==> config.mk <==
export PLATFORM = sky130hd
export DESIGN_NAME = dp_tap_ctrl_flat
export DESIGN_NICKNAME = d
export VERILOG_FILES = /design/src/rtl/dp_tap_pkg.sv /design/src/rtl/dp_tap_if.sv /design/src/rtl/dp_tap_fsm.sv /design/src/rtl/dp_tap_ctrl.sv /design/src/flat_wrapper.sv
export SDC_FILE = /design/constraint.sdc
export NUM_CORES = 1
export LEC_CHECK = 0
export ABC_AREA = 1
export CAP_MARGIN = 10
export CORE_AREA = 2 2 43 49
export DETAILED_ROUTE_END_ITERATION = 8
export DIE_AREA = 0 0 45 51
export HOLD_SLACK_MARGIN = 0.02
export PLACE_DENSITY = 0.74
export SLEW_MARGIN = 10
export SYNTH_ARGS = -nofsm -noshare
export SYNTH_HDL_FRONTEND = slang
export SYNTH_SLANG_ARGS = --single-unit
export TNS_END_PERCENT = 100
==> constraint.sdc <==
create_clock -name iclk -period 1.94 [get_ports iclk]
set_input_delay 0.291 -clock iclk [delete_from_list [all_inputs] [get_ports iclk]]
set_output_delay 0.291 -clock iclk [all_outputs]
set_load 0.03 [all_outputs]
==> src/rtl/dp_tap_pkg.sv <==
// dp_tap_pkg: TAP state encoding, default IR width and opcodes shared by the TAP controller slice.
package dp_tap_pkg;
  localparam int DEF_IR_W = 4;
  localparam logic [3:0] DEF_OP_EXTEST = 4'h0;
  localparam logic [3:0] DEF_OP_SAMPLE = 4'h1;
  localparam logic [3:0] DEF_OP_BYPASS = 4'hF;
  typedef enum logic [3:0] {
    EXIT2_DR  = 4'h0, EXIT1_DR  = 4'h1, SHIFT_DR = 4'h2, PAUSE_DR = 4'h3,
    SEL_IR    = 4'h4, UPDATE_DR = 4'h5, CAP_DR   = 4'h6, SEL_DR   = 4'h7,
    EXIT2_IR  = 4'h8, EXIT1_IR  = 4'h9, SHIFT_IR = 4'hA, PAUSE_IR = 4'hB,
    RTI       = 4'hC, UPDATE_IR = 4'hD, CAP_IR   = 4'hE, TLR      = 4'hF
  } tap_state_t;
endpackage

==> src/rtl/dp_tap_if.sv <==
// dp_tap_if: JTAG pins plus the control/serial link between the TAP controller and the BSR.
interface dp_tap_if;
  logic       tck_en;
  logic       tms;
  logic       tdi;
  logic       tdo;
  logic       tdo_oe;
  logic       bsr_sdo;
  logic       bsr_sdi;
  logic       mode;
  logic       shift_dr;
  logic       clk_dr;
  logic       update_dr;
  logic [3:0] tap_state;
  modport slave (
    input  tck_en, tms, tdi, bsr_sdo,
    output tdo, tdo_oe, bsr_sdi, mode, shift_dr, clk_dr, update_dr, tap_state
  );
  modport master (
    output tck_en, tms, tdi, bsr_sdo,
    input  tdo, tdo_oe, bsr_sdi, mode, shift_dr, clk_dr, update_dr, tap_state
  );
endinterface

==> src/rtl/dp_tap_fsm.sv <==
// dp_tap_fsm: IEEE 1149.1 16-state TAP graph; advances only on the TCK-rise strobe.
module dp_tap_fsm
  import dp_tap_pkg::*;
(
  input  logic       iclk,
  input  logic       iresetn,
  input  logic       i_tck_en,
  input  logic       i_tms,
  output tap_state_t o_state
);
  tap_state_t r_state;
  tap_state_t w_next;
  always_comb begin
    w_next = TLR;
    case (r_state)
      TLR:       w_next = i_tms ? TLR       : RTI;
      RTI:       w_next = i_tms ? SEL_DR    : RTI;
      SEL_DR:    w_next = i_tms ? SEL_IR    : CAP_DR;
      CAP_DR:    w_next = i_tms ? EXIT1_DR  : SHIFT_DR;
      SHIFT_DR:  w_next = i_tms ? EXIT1_DR  : SHIFT_DR;
      EXIT1_DR:  w_next = i_tms ? UPDATE_DR : PAUSE_DR;
      PAUSE_DR:  w_next = i_tms ? EXIT2_DR  : PAUSE_DR;
      EXIT2_DR:  w_next = i_tms ? UPDATE_DR : SHIFT_DR;
      UPDATE_DR: w_next = i_tms ? SEL_DR    : RTI;
      SEL_IR:    w_next = i_tms ? TLR       : CAP_IR;
      CAP_IR:    w_next = i_tms ? EXIT1_IR  : SHIFT_IR;
      SHIFT_IR:  w_next = i_tms ? EXIT1_IR  : SHIFT_IR;
      EXIT1_IR:  w_next = i_tms ? UPDATE_IR : PAUSE_IR;
      PAUSE_IR:  w_next = i_tms ? EXIT2_IR  : PAUSE_IR;
      EXIT2_IR:  w_next = i_tms ? UPDATE_IR : SHIFT_IR;
      UPDATE_IR: w_next = i_tms ? SEL_DR    : RTI;
      default:   w_next = TLR;
    endcase
  end
  always_ff @(posedge iclk or negedge iresetn)
    if (!iresetn) r_state <= TLR;
    else if (i_tck_en) r_state <= w_next;
  assign o_state = r_state;
endmodule

==> src/rtl/dp_tap_ctrl.sv <==
// dp_tap_ctrl: TAP controller sequencing the debug BSR; owns IR, bypass bit, BSR strobes and TDO mux.
module dp_tap_ctrl
  import dp_tap_pkg::*;
#(
  parameter int              IR_W      = DEF_IR_W,
  parameter logic [IR_W-1:0] OP_EXTEST = IR_W'(DEF_OP_EXTEST),
  parameter logic [IR_W-1:0] OP_SAMPLE = IR_W'(DEF_OP_SAMPLE),
  parameter logic [IR_W-1:0] OP_BYPASS = {IR_W{DEF_OP_BYPASS[0]}}
) (
  input logic  iclk,
  input logic  iresetn,
  dp_tap_if.slave bus
);
  tap_state_t      w_state;
  logic [IR_W-1:0] r_ir;
  logic [IR_W-1:0] r_ir_sh;
  logic            r_byp;
  logic            w_bsr_sel;
  logic            w_shd;
  logic            w_shi;
  dp_tap_fsm u_fsm (
    .iclk     (iclk),
    .iresetn  (iresetn),
    .i_tck_en (bus.tck_en),
    .i_tms    (bus.tms),
    .o_state  (w_state)
  );
  // Any opcode other than EXTEST/SAMPLE falls through to bypass.
  assign w_bsr_sel = (r_ir == OP_EXTEST) || (r_ir == OP_SAMPLE);
  assign w_shd     = (w_state == SHIFT_DR);
  assign w_shi     = (w_state == SHIFT_IR);
  always_ff @(posedge iclk or negedge iresetn)
    if (!iresetn) r_ir <= OP_BYPASS;
    else if (w_state == TLR) r_ir <= OP_BYPASS;
    else if (bus.tck_en && w_state == UPDATE_IR) r_ir <= r_ir_sh;
  always_ff @(posedge iclk or negedge iresetn)
    if (!iresetn) r_ir_sh <= '0;
    else if (bus.tck_en && w_state == CAP_IR) r_ir_sh <= IR_W'(2'b01);
    else if (bus.tck_en && w_shi) r_ir_sh <= {bus.tdi, r_ir_sh[IR_W-1:1]};
  always_ff @(posedge iclk or negedge iresetn)
    if (!iresetn) r_byp <= 1'b0;
    else if (bus.tck_en && w_state == CAP_DR && !w_bsr_sel) r_byp <= 1'b0;
    else if (bus.tck_en && w_shd) r_byp <= bus.tdi;
  assign bus.tdo_oe    = w_shd || w_shi;
  assign bus.tdo       = w_shi ? r_ir_sh[0] : w_shd ? (w_bsr_sel ? bus.bsr_sdo : r_byp) : 1'b0;
  assign bus.bsr_sdi   = bus.tdi;
  assign bus.mode      = (r_ir == OP_EXTEST);
  assign bus.shift_dr  = w_shd && w_bsr_sel;
  assign bus.clk_dr    = bus.tck_en && (w_shd || w_state == CAP_DR) && w_bsr_sel;
  assign bus.update_dr = bus.tck_en && (w_state == UPDATE_DR) && w_bsr_sel;
  assign bus.tap_state = w_state;
endmodule
==> src/flat_wrapper.sv <==
// flat-port wrapper written by rule: the top's interface ports become plain ports
module dp_tap_ctrl_flat import dp_tap_pkg::*;
#(
  parameter int              IR_W      = DEF_IR_W,
  parameter logic [IR_W-1:0] OP_EXTEST = IR_W'(DEF_OP_EXTEST),
  parameter logic [IR_W-1:0] OP_SAMPLE = IR_W'(DEF_OP_SAMPLE),
  parameter logic [IR_W-1:0] OP_BYPASS = {IR_W{DEF_OP_BYPASS[0]}}
)
  (iclk, iresetn, bus_tck_en, bus_tms, bus_tdi, bus_bsr_sdo, bus_tdo, bus_tdo_oe, bus_bsr_sdi, bus_mode, bus_shift_dr, bus_clk_dr, bus_update_dr, bus_tap_state);
  dp_tap_if bus_i ();
  input logic iclk;
  input logic iresetn;
  input wire logic [$bits(bus_i.tck_en)-1:0] bus_tck_en;
  input wire logic [$bits(bus_i.tms)-1:0] bus_tms;
  input wire logic [$bits(bus_i.tdi)-1:0] bus_tdi;
  input wire logic [$bits(bus_i.bsr_sdo)-1:0] bus_bsr_sdo;
  output wire logic [$bits(bus_i.tdo)-1:0] bus_tdo;
  output wire logic [$bits(bus_i.tdo_oe)-1:0] bus_tdo_oe;
  output wire logic [$bits(bus_i.bsr_sdi)-1:0] bus_bsr_sdi;
  output wire logic [$bits(bus_i.mode)-1:0] bus_mode;
  output wire logic [$bits(bus_i.shift_dr)-1:0] bus_shift_dr;
  output wire logic [$bits(bus_i.clk_dr)-1:0] bus_clk_dr;
  output wire logic [$bits(bus_i.update_dr)-1:0] bus_update_dr;
  output wire logic [$bits(bus_i.tap_state)-1:0] bus_tap_state;
  assign bus_i.tck_en = bus_tck_en;
  assign bus_i.tms = bus_tms;
  assign bus_i.tdi = bus_tdi;
  assign bus_i.bsr_sdo = bus_bsr_sdo;
  assign bus_tdo = bus_i.tdo;
  assign bus_tdo_oe = bus_i.tdo_oe;
  assign bus_bsr_sdi = bus_i.bsr_sdi;
  assign bus_mode = bus_i.mode;
  assign bus_shift_dr = bus_i.shift_dr;
  assign bus_clk_dr = bus_i.clk_dr;
  assign bus_update_dr = bus_i.update_dr;
  assign bus_tap_state = bus_i.tap_state;
  dp_tap_ctrl #(.IR_W(IR_W), .OP_EXTEST(OP_EXTEST), .OP_SAMPLE(OP_SAMPLE), .OP_BYPASS(OP_BYPASS)) u_core (.iclk(iclk), .iresetn(iresetn), .bus(bus_i));
endmodule
==> out/metrics.cfg <==
[die]
rows = 17
initial_core_util_pct = 45.45
core-area_um2 = 1872
die_area_um2 = 2295
ios = 17
fp.dieW_um = 45
die_h_um = 51

[run_status]
status = finished clean

[critical_path]
start_kind = flop
arrival_ns = 1.62
r2r_cells = 8
critPathKind = flop to primary output
worstReg2RegEnd = u_core.u_fsm.o_state[0]
regToRegStartpoint = u_core.u_fsm.o_state[2]
r2r_setup_slack_ns = 0.44
required_ns = 1.65
crit_path_end_kind = primary output
path_max_fanout = 5

[sta]
setup_viol = 0
max_freq_mhz = 524.4
worst_slack_ns = 0.03313
slew_headroom_pct = 58.90
clock_skew_ns = 0.005740
rsz0062_at_grt = false
post-route-period-util_pct = 98.29
setup_tns_ns = 0
hold_viol_final = 0
maxSlewViolCount = 0
min_period_ns = 1.907
worstMarginPinSlew_ns = 0.6146

[run]
cap_violations = 0

[power_and_ir_drop]
p_leak_uw = 0.0005460
ir_worst_vdd_v = 0.0006819
power.density_nw_per_um2 = 1557

[placed_design]
dpl.cell_count = 155
gp_congestion = 0.8336
dpl.hpwl_mm = 1.574
port-buffer-count = 16
dp_slack_ns = 0.1649

[synthesis]
synth_flop_cell = dfstp_2
synth_area_um2 = 850.8
synth_commonest_cells = 26 x nor2_1, 20 x nand2_1, 17 x inv_1
yosysMostFrequentCell = nor2_1
synth_nets = 128
ys_warn_count = 0
synthCells = 122
synth_edf_count = 0
yosys.area.top_type = dfstp_2
yosysUniqueCellTypes = 23
synthArstFlopShare_pct = 100.0
ys_seq_area_share_pct = 39.41
yosysTopAreaCellShare_pct = 24.71
avgSynthCellArea_um2 = 6.974
synthTopCellsByArea = dfstp_2 25%, dfrtp_1 15%, nor2_1 11%
synth-seq-cells = 13

[final_layout]
final_cells = 166
area_growth_pct = 31.47
drive_gt1_share_pct = 24.49
antenna_cells = 0
layout.nets = 154

[clock_network]
clk_latency_ns = 0.29
hold_buffers = 0
numCtsBuffers = 3
tritoncts = built
clk_pin_slew_ns = 0.09
clock_path_buffers = 2
clock_sinks = 13
h-tree-depth = 1
clockRootBuffer = clkbuf_4

[global_route]
grt_pass1_wl_mm = 3.450
met2_usage_pct = 34.76
antenna_found_initial = 0
grtUsageMet1_pct = 25.39
grt_max_degree = 14
grt_pass1_vias = 780
grt_usage_pct = 20.86
overflow = 0
use_met3_pct = 3.180
top_usage_layer = met2

[routing]
ant_nets = 0
drt_iter0_drc = 20
wl_per_cell_um = 13.60
vias_per_cell = 5.578
drcViolationCount = 0
drt-pass1-iter-count = 4
wirelength_mm = 2.257
dr_total_vias = 926

[min_path]
hp-class = input port to async pin

## layout by cell type (no fill, tap or decap), types with 3 or more instances in the layout
master           synthesis  final
nand2_1                 20     20
nor2_1                  26     25
dlymetal6s2s_1           0      3
dfrtp_1                  5      5
dfstp_2                  8      8
clkdlybuf4s50_1          0      7
o21ai_0                 13     12
inv_1                   17     15
clkbuf_4                 0      3
a21oi_1                  5      4
nand3_1                  9      9
buf_4                    2     14
## layer usage
layer  vias up  wire length, µm
met2        38             1162
met3         6              126
met4         0               57
li1        440                -
met5         -                0
met1       442              912
## cell families (layout without fill, tap and decap cells)
family                 Yosys count  after routing  share of synthesized area [%]
AO/OA/AOI/OAI                   23             23                          14.41
buffers and inverters           25             50                          14.56
AND/OR/NAND/NOR                 61             61                          31.62
flip-flops                      13             13                          39.41
## worst max-delay path, cell delays in order, from the launching register on
cell and delay [ns]:
dfstp_2 0.56, inv_4 0.04, nor2_4 0.11, inv_4 0.07, buf_4 0.14, nor4_2 0.20, buf_4 0.20
## sequential cells by signal, indices dropped and copies added, names as in the netlist
signal	flops
u_core.r_byp	1
u_core.r_ir	4
u_core.r_ir_sh	4
u_core.u_fsm.o_state	4
## where the power goes
group	switching (µW)	internal, µW	total [µW]
combinational	599	379	978
sequential	133	451	584
clock	99.4	80.1	180
## cell type report
class                      count  area, µm²
clock buffer                   4      26.28
inverter                      19      76.32
fill                         186      753.2
timing repair buffer          27      241.5
tap                           19      23.77
multi-input combinational     84      415.4
sequential                    13      335.3
## through the flow
stage / hold WS, ns / total power [µW] / instance area [µm²] / util [%]
2_1_floorplan: -0.004591 / 1210 / 863.3 / -
3_3_place_gp: 0.4821 / 1440 / 1017 / 54.34
3_5_place_dp: 0.4917 / 1456 / 1017 / 54.34
4_1_cts: 0.3998 / 1686 / 1085 / 57.95
5_1_grt: 0.4317 / 1862 / 1119 / 59.76
6_report: 0.3762 / 1741 / 1119 / 59.76
## timing repair
item,4_1_cts,5_1_grt
pin swaps,3,1
hold endpoints to repair,0,0
buffers inserted,6,2
gates resized for setup,5,8
endpoints found under the setup margin,3,7
gates cloned,0,0
## how the worst max path moves through the flow
stage / slack (ns) / from / endpoint / depth (start not counted)
floorplan: 0.05 / u_core.u_fsm.o_state[1] / bus_clk_dr / 5
global placement: 0.19 / u_core.u_fsm.o_state[1] / bus_tdo_oe / 5
detailed placement: 0.16 / u_core.u_fsm.o_state[1] / bus_tdo_oe / 5
CTS: 0.001 / u_core.u_fsm.o_state[1] / bus_tdo / 9
global route: 0.002 / u_core.u_fsm.o_state[1] / bus_shift_dr / 8
finish: 0.03 / u_core.u_fsm.o_state[1] / bus_clk_dr / 6
(Power assumes the default switching activity.)
